===== src/rtl/bin_to_bcd_seq.sv =====
// bin_to_bcd_seq: sequential shift-and-add-3 binary-to-BCD converter with valid/ready handshake.
// Define BIN_TO_BCD_SIGNED_EN for a two's-complement operand and a sign_op output.
module bin_to_bcd_seq #(
  parameter int BIN_W      = 13,
  parameter int BCD_DIGITS = 4
) (
  input  logic                    clk_1mhz,
  input  logic                    reset_n_ip,
  input  logic                    start_ip,
  input  logic [BIN_W-1:0]        bin_data_ip,
  output logic                    ready_op,
  output logic [4*BCD_DIGITS-1:0] bcd_data_op,
  output logic                    bcd_valid_op,
  output logic                    ovf_op
`ifdef BIN_TO_BCD_SIGNED_EN
  ,
  output logic                    sign_op
`endif
);
  localparam int CW = $clog2(BIN_W) + 1;
  localparam int AW = 4 * BCD_DIGITS;

  generate
    if (BIN_W < 4 || BIN_W > 32 || BCD_DIGITS < 1 || BCD_DIGITS > 10) begin : g_bad_params
      $error("bin_to_bcd_seq: BIN_W must be 4..32 and BCD_DIGITS 1..10");
    end
  endgenerate

  typedef enum logic {IDLE, SHIFT} state_t;

  state_t           state;
  logic [BIN_W-1:0] sr, load_val;
  logic [AW-1:0]    acc, corr, shifted;
  logic [CW-1:0]    cnt;
  logic             sticky, sticky_n, last, sign_load;

`ifdef BIN_TO_BCD_SIGNED_EN
  logic sign_r;
  // Negation in BIN_W unsigned bits makes the most negative operand exact.
  assign load_val  = bin_data_ip[BIN_W-1] ? -bin_data_ip : bin_data_ip;
  assign sign_load = bin_data_ip[BIN_W-1] & (|load_val);
`else
  assign load_val  = bin_data_ip;
  assign sign_load = 1'b0;
`endif

  always_comb begin
    corr = acc;
    for (int i = 0; i < BCD_DIGITS; i++)
      corr[4*i +: 4] = (acc[4*i +: 4] >= 4'd5) ? acc[4*i +: 4] + 4'd3 : acc[4*i +: 4];
  end

  assign shifted  = {corr[AW-2:0], sr[BIN_W-1]};
  // A one leaving the top digit means the value no longer fits in BCD_DIGITS.
  assign sticky_n = sticky | corr[AW-1];
  assign last     = (cnt == CW'(BIN_W - 1));

  always_ff @(posedge clk_1mhz or negedge reset_n_ip) begin
    if (!reset_n_ip) begin
      state        <= IDLE;
      ready_op     <= 1'b1;
      bcd_valid_op <= 1'b0;
      ovf_op       <= 1'b0;
      bcd_data_op  <= '0;
      sr           <= '0;
      acc          <= '0;
      cnt          <= '0;
      sticky       <= 1'b0;
`ifdef BIN_TO_BCD_SIGNED_EN
      sign_r       <= 1'b0;
      sign_op      <= 1'b0;
`endif
    end else begin
      bcd_valid_op <= 1'b0;
      if (state == IDLE) begin
        if (start_ip) begin
          sr       <= load_val;
          acc      <= '0;
          cnt      <= '0;
          sticky   <= 1'b0;
          state    <= SHIFT;
          ready_op <= 1'b0;
`ifdef BIN_TO_BCD_SIGNED_EN
          sign_r   <= sign_load;
`endif
        end
      end else begin
        acc    <= shifted;
        sr     <= {sr[BIN_W-2:0], 1'b0};
        cnt    <= cnt + CW'(1);
        sticky <= sticky_n;
        if (last) begin
          bcd_data_op  <= sticky_n ? {BCD_DIGITS{4'h9}} : shifted;
          ovf_op       <= sticky_n;
          bcd_valid_op <= 1'b1;
          ready_op     <= 1'b1;
          state        <= IDLE;
`ifdef BIN_TO_BCD_SIGNED_EN
          sign_op      <= sign_r;
`endif
        end
      end
    end
  end

  logic unused_ok;
  assign unused_ok = sign_load;
endmodule


===== config.mk =====
export PLATFORM = sky130hd
export DESIGN_NAME = bin_to_bcd_seq
export DESIGN_NICKNAME = d
export VERILOG_FILES = /design/src/rtl/bin_to_bcd_seq.sv
export SDC_FILE = /design/constraint.sdc
export NUM_CORES = 1
export LEC_CHECK = 0
export ABC_AREA = 1
export CORE_MARGIN = 2
export CORE_UTILIZATION = 45
export DETAILED_ROUTE_END_ITERATION = 6
export HOLD_SLACK_MARGIN = 0.12
export PLACE_DENSITY = 0.67
export SLEW_MARGIN = 5
export SYNTH_ARGS = -nofsm -noshare
export SYNTH_HDL_FRONTEND = slang
export SYNTH_SLANG_ARGS = --single-unit

===== constraint.sdc =====
create_clock -name clk_1mhz -period 3.9 [get_ports clk_1mhz]
set_input_delay 0.78 -clock clk_1mhz [delete_from_list [all_inputs] [get_ports clk_1mhz]]
set_output_delay 0.78 -clock clk_1mhz [all_outputs]
set_load 0.005 [all_outputs]

# Word-level counts from Yosys, hierarchy flattened
# Index checks and enable logic that the tools add are counted.
# Widths: inputs -> output; s select.
[word_totals]
register_bits = 55
out_inout_bits = 19
[op_classes]
n_addsub = 5
order_cmp = 4
eq_ne = 2
mux = 20
bitwise = 1
reduce_logical = 3
[op_table]
columns = ["op", "n"]
rows = [
  ["$mux 16", 3],
  ["$mux 13", 2],
  ["$add 4x2->4 const B", 4],
  ["$ge 4x3->1 const B", 4],
  ["$mux 4", 4],
  ["$mux 5", 2],
  ["$mux 1", 9],
  ["$add 5x1->5 const B", 1],
  ["$eq 5x4->1 const B", 1],
  ["$reduce_and 2->1", 2],
  ["$ne 2x1->1 const B", 1],
  ["$reduce_bool 2->1", 1],
  ["$or 1x1->1", 1],
]

# Depth between registers and ports, before layout
# Gate-level depths: netlist of run 1.
[depth]
word_depth = 4
depth_mapped = 10

# Worst setup path after synthesis of run 1
# OpenSTA, ideal clock, no wires.
[synth_timing]
path_type = "input -> register"
start = "input start_ip"
end = "register sr[10]"
setup_ns = 0.087
arrival_time_ns = 1.402
setup_slack_ns = 2.411
path_stages = 4
n_path_buf = 1
cell_sequence = "nor2_2 -> inv_2 -> clkbuf_1 -> o211ai_1"
[synth_via]
elab_chain_cells = 1
[synth_lines]
columns = ["element", "line", "text"]
rows = [
  ["start, declared", "9", "input logic start_ip,"],
  ["$reduce_bool 2->1 (no line)", "-", ""],
  ["end signal, assigned", "77", "sr <= load_val;"],
  ["end signal, assigned", "89", "sr <= {sr[BIN_W-2:0], 1'b0};"],
  ["end, declared", "32", "logic [BIN_W-1:0] sr, load_val;"],
]
# No other way between the ends.
# A chain may end at the register's enable or synchronous reset.

# Worst setup path in the final report of run 1
[layout_timing]
start = "register cnt[0]"
end = "register bcd_data_op[15]"
[layout_via]
elab_chain_cells = 2
[layout_lines]
columns = ["element", "line", "text"]
rows = [
  ["start, declared", "34", "logic [CW-1:0] cnt;"],
  ["start signal, assigned", "90", "cnt <= cnt + CW'(1);"],
  ["$eq 5x4->1", "56", "assign last = (cnt == CW'(BIN_W - 1));"],
  ["$reduce_and 2->1 (no line)", "-", ""],
  ["end signal, assigned", "93", "bcd_data_op <= sticky_n ? {BCD_DIGITS{4'h9}} : shifted;"],
  ["end, declared", "12", "output logic [4*BCD_DIGITS-1:0] bcd_data_op,"],
]
# No other way between the ends.

==> out/qor.txt, run 1 <==
# rows = 27
r2r endpoint = bcd_data_op[15]
R2R Setup Slk = 1.77 ns
P_sw = 994 uW
Chip Width = 80.2 um
reg2reg path depth = 7
Final Hold Viols = 0
die area = 6440 um^2
largest net degree at the start of global routing = 38
TritonCTS clock tree = yes
Hold Path Origin = ready_op
Layout area overhead = 18.7%
initial cell density of the core = 46.9%
ant diodes = 0
Longest Clk Path Bufs = 2
commonest cells after routing, fill and taps aside = nand2_1 (85), dfrtp_1 (54), nand3_1 (40)
io pins = 35
unrepaired setup endpoints after global routing = false
Final Util = 55.7%
CP startpoint = cnt[0]
WL final = 5370 um
post-synthesis cell area = 2620 um^2
vias = 2182
hold path endpoint = ready_op
global route overflow = 0
crit-path cells = inv_1 > ha_1 > nand3_1 > nor2_2 > inv_2 > a21oi_1 > nand2_1
Reg clk slew, reported paths = 0.10 ns
Slew Limit Fails = 0
final net count = 366
hold buffers post-CTS = 0
Clk pwr share = 13.6%
Via density = 5.28
DRC = 0
Hold Crit Depth = 2
Die H = 80.2 um
post-layout min period = 2.13 ns
first-pass GRT wire length = 9600 um
Max Fclk = 470 MHz
Gate power share = 46.5%
worst reg2reg path startpoint = cnt[0]
Setup Crit Path Kind = register to register
DP Area = 3000 um^2
Mapped Avg Cell Area = 8.52 um^2
worst min path class = register to register
period utilization = 54.6%
Register Area = 1380 um^2
Unique masters post-synth = 23
Slowest-stage cell, CP = nor2_2
filler instances = 525
crit-path max cell delay = 0.66 ns
Post-Syn Nets = 333
run status = complete, no violations
crit-path max FO = 20
layout cells sized above 1 = 4.99%
drt initial violations = 146
GRT Total Usage = 19.0%
vias in the first global route = 2095
setup TNS = 0 ns
area of the multi-input gates = 1040 um^2
initial antenna violation count = 0
CP arrival = 2.32 ns
port bufs = 34
endpoints failing setup = 0
Final Skew = 0.00674 ns
# clock sinks = 55
Synth Instances = 307
Hold Worst Slack = 0.474 ns
Root Driver = clkbuf_8
Pwr per Cell Area = 792 nW/um^2
core area = 5570 um^2
clock latency on the worst-skew pair = 0.31 ns
post-route ant nets = 0
post-CTS setup buffers = 0
register area share after synthesis = 52.7%
Flop pwr share = 39.9%
Post-DP HPWL = 3740 um
WL/cell = 13.0 um
worst path required time = 4.09 ns
RD Place Congestion = 0.798
maximum vdd drop = 334 uV
CP endpoint kind = register
post-cts resize count = 0
crit path launch type = register
H-Tree Level Count = 2
Pleak = 0.00147 uW
measured slew at the worst slew-check pin = 0.851 ns
most common cell after layout, fill and taps aside = nand2_1
fin area = 3100 um^2
Num CTS Buffers = 5
relative slew slack = 43.2%
Syn. warnings = 0
internal power = 1460 uW
#FFs+latches synth = 55
sw frac = 40.4%
Pre-antenna DRT Iters = 4
maxcap violations = 0
Final Power = 2460 uW
-- sequential cells by signal, summed over array words and instances (netlist names) --
register / cells
cnt: 5
bcd_valid_op: 1
ready_op: 1
sr: 13
sticky: 1
acc: 16
ovf_op: 1
state: 1
bcd_data_op: 16
-- worst max-delay path, delay by kind of cell, from the launching register on --
kind            cells  cell delay [ns]
simple gates        3             0.81
flops               1             0.42
buf+inv             2             0.41
compound gates      1             0.22
fa+ha+maj           1             0.13
-- synth_stat cells, drive strengths merged --
library cell	count	area [um^2]
dfrtp	54	1350
o211ai	4	30.0
clkbuf	6	22.5
o221ai	7	61.3
nand2	85	319
dfstp	1	26.3
nand3	40	200
a21oi	3	15.0
a211oi	1	7.51
nor2	9	38.8
a21boi	3	22.5
ha	10	125
inv	39	146
nand4	8	50.1
o22ai	2	12.5
a22oi	1	7.51
buf	4	28.8
o21ai	30	150
-- power by group through the flow --
stage	clock (uW)	sequential, uW	combinational, uW
floorplan	0	972	757
global placement	0	984	1120
detailed placement	0	993	1140
CTS	346	983	1150
global route	365	1010	1330
finish	334	982	1140
-- through the flow --
step           std cells  setup slack [ns]
4_1_cts              413              1.74
3_5_place_dp         405              1.76
6_report             413              1.77
5_1_grt              413              1.56
2_1_floorplan        307              2.41
3_3_place_gp         405              1.73
-- area by class of cell --
| type | count | area share (%) |
|---|---|---|
| Clock buffer | 6 | 2.66 |
| Clock inverter | 2 | 0.524 |
| Inverter | 39 | 4.72 |
| Multi-Input combinational cell | 203 | 33.5 |
| Sequential cell | 55 | 44.4 |
| Tap cell | 72 | 2.90 |
| Timing Repair Buffer | 36 | 11.3 |
-- kinds of logic after synthesis --
logic type	synth area share (%)
simple gates	23.3
flops	52.7
compound gates	11.7
buf+inv	7.56
fa+ha+maj	4.78
-- metal layers --
layer / up-vias / global-route usage, % / routed length, um
li1: 1084 / - / -
met1: 1042 / 25.2 / 2540
met2: 52 / 31.6 / 2530
met3: 4 / 3.60 / 256
met4: 0 / 5.93 / 41
met5: - / 0 / 0
-- worst max path at each step --
stage / endpoint / slack [ns] / depth (start not counted)
after floorplan: sr[10] / 2.41 / 4
after global placement: bcd_data_op[15] / 1.73 / 7
after detailed placement: bcd_data_op[15] / 1.76 / 7
after CTS: bcd_data_op[15] / 1.74 / 7
after global routing: bcd_data_op[15] / 1.56 / 7
final: bcd_data_op[15] / 1.77 / 7
(Power assumes the default switching activity.)
==> inputs of run 2 (changes only) <==
--- a/config.mk
+++ b/config.mk
@@ -10,7 +10,7 @@
 export CORE_UTILIZATION = 45
 export DETAILED_ROUTE_END_ITERATION = 6
 export HOLD_SLACK_MARGIN = 0.12
-export PLACE_DENSITY = 0.67
+export PLACE_DENSITY = 0.7
 export SLEW_MARGIN = 5
 export SYNTH_ARGS = -nofsm -noshare
 export SYNTH_HDL_FRONTEND = slang
==> constraint.sdc (replaced) <==
create_clock -name clk_1mhz -period 1.7 [get_ports clk_1mhz]
set_input_delay 0.34 -clock clk_1mhz [delete_from_list [all_inputs] [get_ports clk_1mhz]]
set_output_delay 0.34 -clock clk_1mhz [all_outputs]
set_load 0.005 [all_outputs]
==> run 2 against run 1 <==
Compared with the run above: fmax increased by 37%; non-clock buffer count up 9; die area unchanged; worst hold slack better by 0.0065 ns.
==> out/qor.txt, run 2 (same netlist as run 1, synthesis figures left out) <==
GRT Total Usage = 18.8%
Longest Clk Path Bufs = 2
port bufs = 34
crit-path max FO = 11
measured slew at the worst slew-check pin = 0.446 ns
Chip Width = 80.2 um
Pleak = 0.00152 uW
Pwr per Cell Area = 1790 nW/um^2
DRC = 0
Die H = 80.2 um
initial cell density of the core = 46.9%
worst path required time = 1.91 ns
Num CTS Buffers = 5
Final Power = 5680 uW
filler instances = 519
# clock sinks = 55
worst min path class = register to register
unrepaired setup endpoints after global routing = false
drt initial violations = 92
Register Area = 1380 um^2
maxcap violations = 0
R2R Setup Slk = 0.14 ns
H-Tree Level Count = 2
area of the multi-input gates = 1040 um^2
commonest cells after routing, fill and taps aside = nand2_1 (84), dfrtp_1 (54), nand3_1 (40)
Via density = 5.22
worst reg2reg path startpoint = cnt[0]
CP arrival = 1.77 ns
global route overflow = 0
worst setup path endpoint = bcd_data_op[12]
most common cell after layout, fill and taps aside = nand2_1
Hold Path Origin = ready_op
clock latency on the worst-skew pair = 0.30 ns
period utilization = 91.7%
Pre-antenna DRT Iters = 4
Post-DP HPWL = 3950 um
Slew Limit Fails = 0
die area = 6440 um^2
vias in the first global route = 2077
RD Place Congestion = 0.918
r2r endpoint = bcd_data_op[12]
post-layout min period = 1.56 ns
final net count = 375
WL final = 5530 um
Top Registers = acc: 16 flops, bcd_data_op: 16 flops, sr: 13 flops
Final Skew = 0.00396 ns
# rows = 27
CP endpoint kind = register
endpoints failing setup = 0
Final Hold Viols = 0
CP startpoint = cnt[0]
initial antenna violation count = 0
relative slew slack = 70.2%
Layout area overhead = 21.4%
maximum vdd drop = 881 uV
Max Fclk = 642 MHz
TritonCTS clock tree = yes
crit path launch type = register
ant diodes = 0
core area = 5570 um^2
Reg clk slew, reported paths = 0.10 ns
Root Driver = clkbuf_8
first-pass GRT wire length = 9450 um
io pins = 35
post-route ant nets = 0
Setup Crit Path Kind = register to register
largest net degree at the start of global routing = 40
vias = 2204
layout cells sized above 1 = 7.43%
run status = complete, no violations
setup TNS = 0 ns
reg2reg path depth = 8
WL/cell = 13.1 um
==> run 2: cell types whose count changed in the layout (fill, tap and decap cells not counted), moves of 2 or more <==
cell      previous run  this run
buf_4                2         9
clkinv_2             0         3
o21ai_0             24        22
o21ai_1              6         8
==> run 2: area by class of cell <==
| class | instances | area share [%] |
|---|---|---|
| clock buffers | 5 | 2.17 |
| clock inverters | 3 | 0.473 |
| inverters | 39 | 4.69 |
| multi-input cells | 203 | 32.8 |
| flip-flops and latches | 55 | 43.4 |
| well taps | 72 | 2.84 |
| repair buffers | 45 | 13.6 |
==> run 2: critical path, cell delays in order, from the launching register on <==
cell and delay [ns]:
dfrtp_1 0.44, inv_1 0.08, ha_1 0.14, nand3_1 0.09, nor2_2 0.25, buf_4 0.24
nand3_1 0.08, nor2_1 0.09, nor2_1 0.04
==> run 2: layer usage <==
layer | share of wire (%) | wire [um] | vias up | global-route usage, %
li1 | - | - | 1103 | -
met1 | 46 | 2560 | 1033 | 24.7
met2 | 48 | 2660 | 61 | 31.2
met3 | 4.4 | 244 | 7 | 3.48
met4 | 1.1 | 63 | 0 | 6.61
met5 | 0 | 0 | - | 0
==> run 2: per-stage QoR <==
step	instance area, um^2	util, %	instances	hold WS (ns)	setup slack (ns)
finish	3170	56.9	422	0.480	0.141
global route	3170	56.9	422	0.512	0.00177
CTS	3170	56.9	422	0.487	0.104
detailed placement	3080	55.2	413	0.289	0.108
global placement	3080	55.2	413	0.291	0.161
floorplan	2620	-	307	0.0444	0.344
==> run 2: worst min path at each step <==
stage / cells past startpoint / slack, ns / to
6_report: 2 / 0.48 / ready_op
5_1_grt: 2 / 0.51 / ready_op
4_1_cts: 2 / 0.49 / bcd_data_op[11]
3_5_place_dp: 1 / 0.29 / bcd_data_op[5]
3_3_place_gp: 1 / 0.29 / bcd_data_op[5]
2_1_floorplan: 0 / 0.04 / acc[0]
==> run 2: power breakdown <==
part / internal, uW / switching [uW]
clock: 283 / 419
sequential: 1910 / 345
combinational: 1180 / 1550
==> run 2: timing repair <==
action,in CTS,in global routing
hold buffers,1,0
setup endpoints to repair,1,9
gates resized for setup,1,5
endpoints found under the hold margin,16,0
setup buffers,0,0
==> inputs of run 3 (changes only) <==
--- a/config.mk
+++ b/config.mk
@@ -6,7 +6,7 @@
 export NUM_CORES = 1
 export LEC_CHECK = 0
 export ABC_AREA = 1
-export CORE_MARGIN = 2
+export CORE_MARGIN = 4
 export CORE_UTILIZATION = 45
 export DETAILED_ROUTE_END_ITERATION = 6
 export HOLD_SLACK_MARGIN = 0.12
==> run 3 against run 2 <==
Compared with the run above: worst hold slack lost 0.00092 ns; cell count shrank 0.24%; clock power is 27% higher; clock-buffer cell count is 1 higher; power grew 2.8%; fmax up 0.56%; first-iteration DRC count is 24% higher; sequential power about the same; largest power group unchanged.
==> out/qor.txt, run 3 (same netlist as run 1, synthesis figures left out) <==
run status = complete, no violations
Reg clk slew, reported paths = 0.10 ns
Pleak = 0.00153 uW
CP delay by family, top = simple AND/OR/NAND/NOR gates
maxcap violations = 0
Gate power share = 46.1%
TritonCTS clock tree = yes
internal power = 3560 uW
Longest Clk Path Bufs = 2
Cells after DPL = 412
port bufs = 34
layout cells sized above 1 = 7.16%
worst min path class = register to register
Hold Crit Depth = 2
commonest cells after routing, fill and taps aside = nand2_1 (84), dfrtp_1 (54), nand3_1 (40)
fin area = 3200 um^2
Setup Crit Path Kind = register to register
# rows = 27
crit-path cells = inv_1 > ha_1 > inv_1 > nand2_1 > nand2_1 > nand3_1 > nand2_1 > buf_4 > nor2_1 > nor2_1
endpoints failing setup = 0
Die H = 84.2 um
CP bufs+invs = 3
Pwr per Cell Area = 1820 nW/um^2
Final Skew = 0.00922 ns
Final Hold Viols = 0
Layout area overhead = 22.5%
crit path launch type = register
measured slew at the worst slew-check pin = 0.432 ns
post-route ant nets = 0
die area = 7090 um^2
Chip Width = 84.2 um
initial cell density of the core = 46.9%
Pre-antenna DRT Iters = 4
worst path required time = 1.91 ns
largest net degree at the start of global routing = 56
DP Area = 3070 um^2
Slowest-stage cell, CP = dfrtp_1
Hold Path Origin = ready_op
global route overflow = 0
# clock sinks = 55
CP arrival = 1.76 ns
Via density = 5.18
P_sw = 2280 uW
hold path endpoint = ready_op
vias in the first global route = 2131
WL final = 5420 um
initial antenna violation count = 0
core area = 5570 um^2
ant diodes = 0
Num CTS Buffers = 5
post-layout min period = 1.55 ns
worst reg2reg path startpoint = acc[12]
r2r endpoint = bcd_data_op[12]
crit-path max FO = 6
relative slew slack = 71.1%
io pins = 35
H-Tree Level Count = 2
Clk pwr share = 15.3%
Root Driver = clkbuf_8
setup TNS = 0 ns
most common cell after layout, fill and taps aside = nand2_1
first-pass GRT wire length = 9470 um
R2R Setup Slk = 0.15 ns
DRC = 0
GRT Total Usage = 16.0%
post-CTS setup buffers = 0
Most Frequent Cell on Critical Path = nand2_1
crit-path max cell delay = 0.42 ns
period utilization = 91.2%
vias = 2182
unrepaired setup endpoints after global routing = false
final std cells w/o fill = 421
Max Fclk = 645 MHz
Flop pwr share = 38.6%
final net count = 374
Top Registers = acc: 16 flops, bcd_data_op: 16 flops, sr: 13 flops
CP endpoint kind = register
Post-DP HPWL = 3870 um
clock latency on the worst-skew pair = 0.30 ns
drt initial violations = 114
reg2reg path depth = 10
RD Place Congestion = 0.844
maximum vdd drop = 781 uV
Slew Limit Fails = 0
sw frac = 39.1%
WL/cell = 12.9 um
## run 3: cell types whose count changed in the layout (fill, tap and decap cells not counted), sizes merged
cell	delta
buf	-1
bufinv	+1
clkbuf	+1
clkinv	-2
## run 3: area by class of cell
class	count	area (um^2)
Tap cell	72	90.1
Sequential cell	55	1380
Clock inverter	2	35.0
Clock buffer	6	82.6
Multi-Input combinational cell	203	1050
Fill cell	519	2370
Timing Repair Buffer	44	424
Inverter	39	146
## run 3: repair_timing
action / in CTS / in global routing
gates resized for setup: 1 / 2
endpoints found under the hold margin: 54 / 0
endpoints found under the setup margin: 1 / 8
hold buffers: 1 / 0
## run 3: power groups by stage
stage	clock network [uW]	logic [uW]	registers (uW)
3_5_place_dp	0	2700	2280
4_1_cts	907	2710	2260
2_1_floorplan	0	1740	2230
3_3_place_gp	0	2650	2260
5_1_grt	949	3100	2340
6_report	893	2690	2260
## run 3: worst min-delay path, delay by kind of cell, from the launching register on
kind / cells / cell delay [ns]
simple gates: 2 / 0.11
flops: 1 / 0.38
## run 3: worst max path at each step
| stage | from | end | cells past startpoint | slack [ns] |
|---|---|---|---|---|
| after floorplan | cnt[0] | bcd_data_op[12] | 9 | 0.34 |
| after global placement | cnt[0] | bcd_data_op[15] | 7 | 0.08 |
| after detailed placement | acc[12] | bcd_data_op[3] | 9 | 0.1 |
| after CTS | acc[12] | bcd_data_op[0] | 9 | 0.08 |
| after global routing | acc[12] | bcd_data_op[12] | 10 | 0.04 |
| final | acc[12] | bcd_data_op[12] | 10 | 0.15 |
## run 3: metrics by stage
step	power, uW	utilization, %	setup WS [ns]	hold WS (ns)
after floorplan	3970	-	0.344	0.0444
after global placement	4920	55.1	0.0814	0.357
after detailed placement	4980	55.1	0.0960	0.360
after CTS	5870	57.3	0.0815	0.484
after global routing	6380	57.5	0.0413	0.509
final	5840	57.5	0.150	0.479
## run 3: layer usage
layer,vias up,track usage [%],share of wire (%)
met4,0,2.92,0.68
met1,1032,20.5,47
met2,49,28.6,48
met5,-,0,0
met3,5,2.94,4.4
li1,1096,-,-
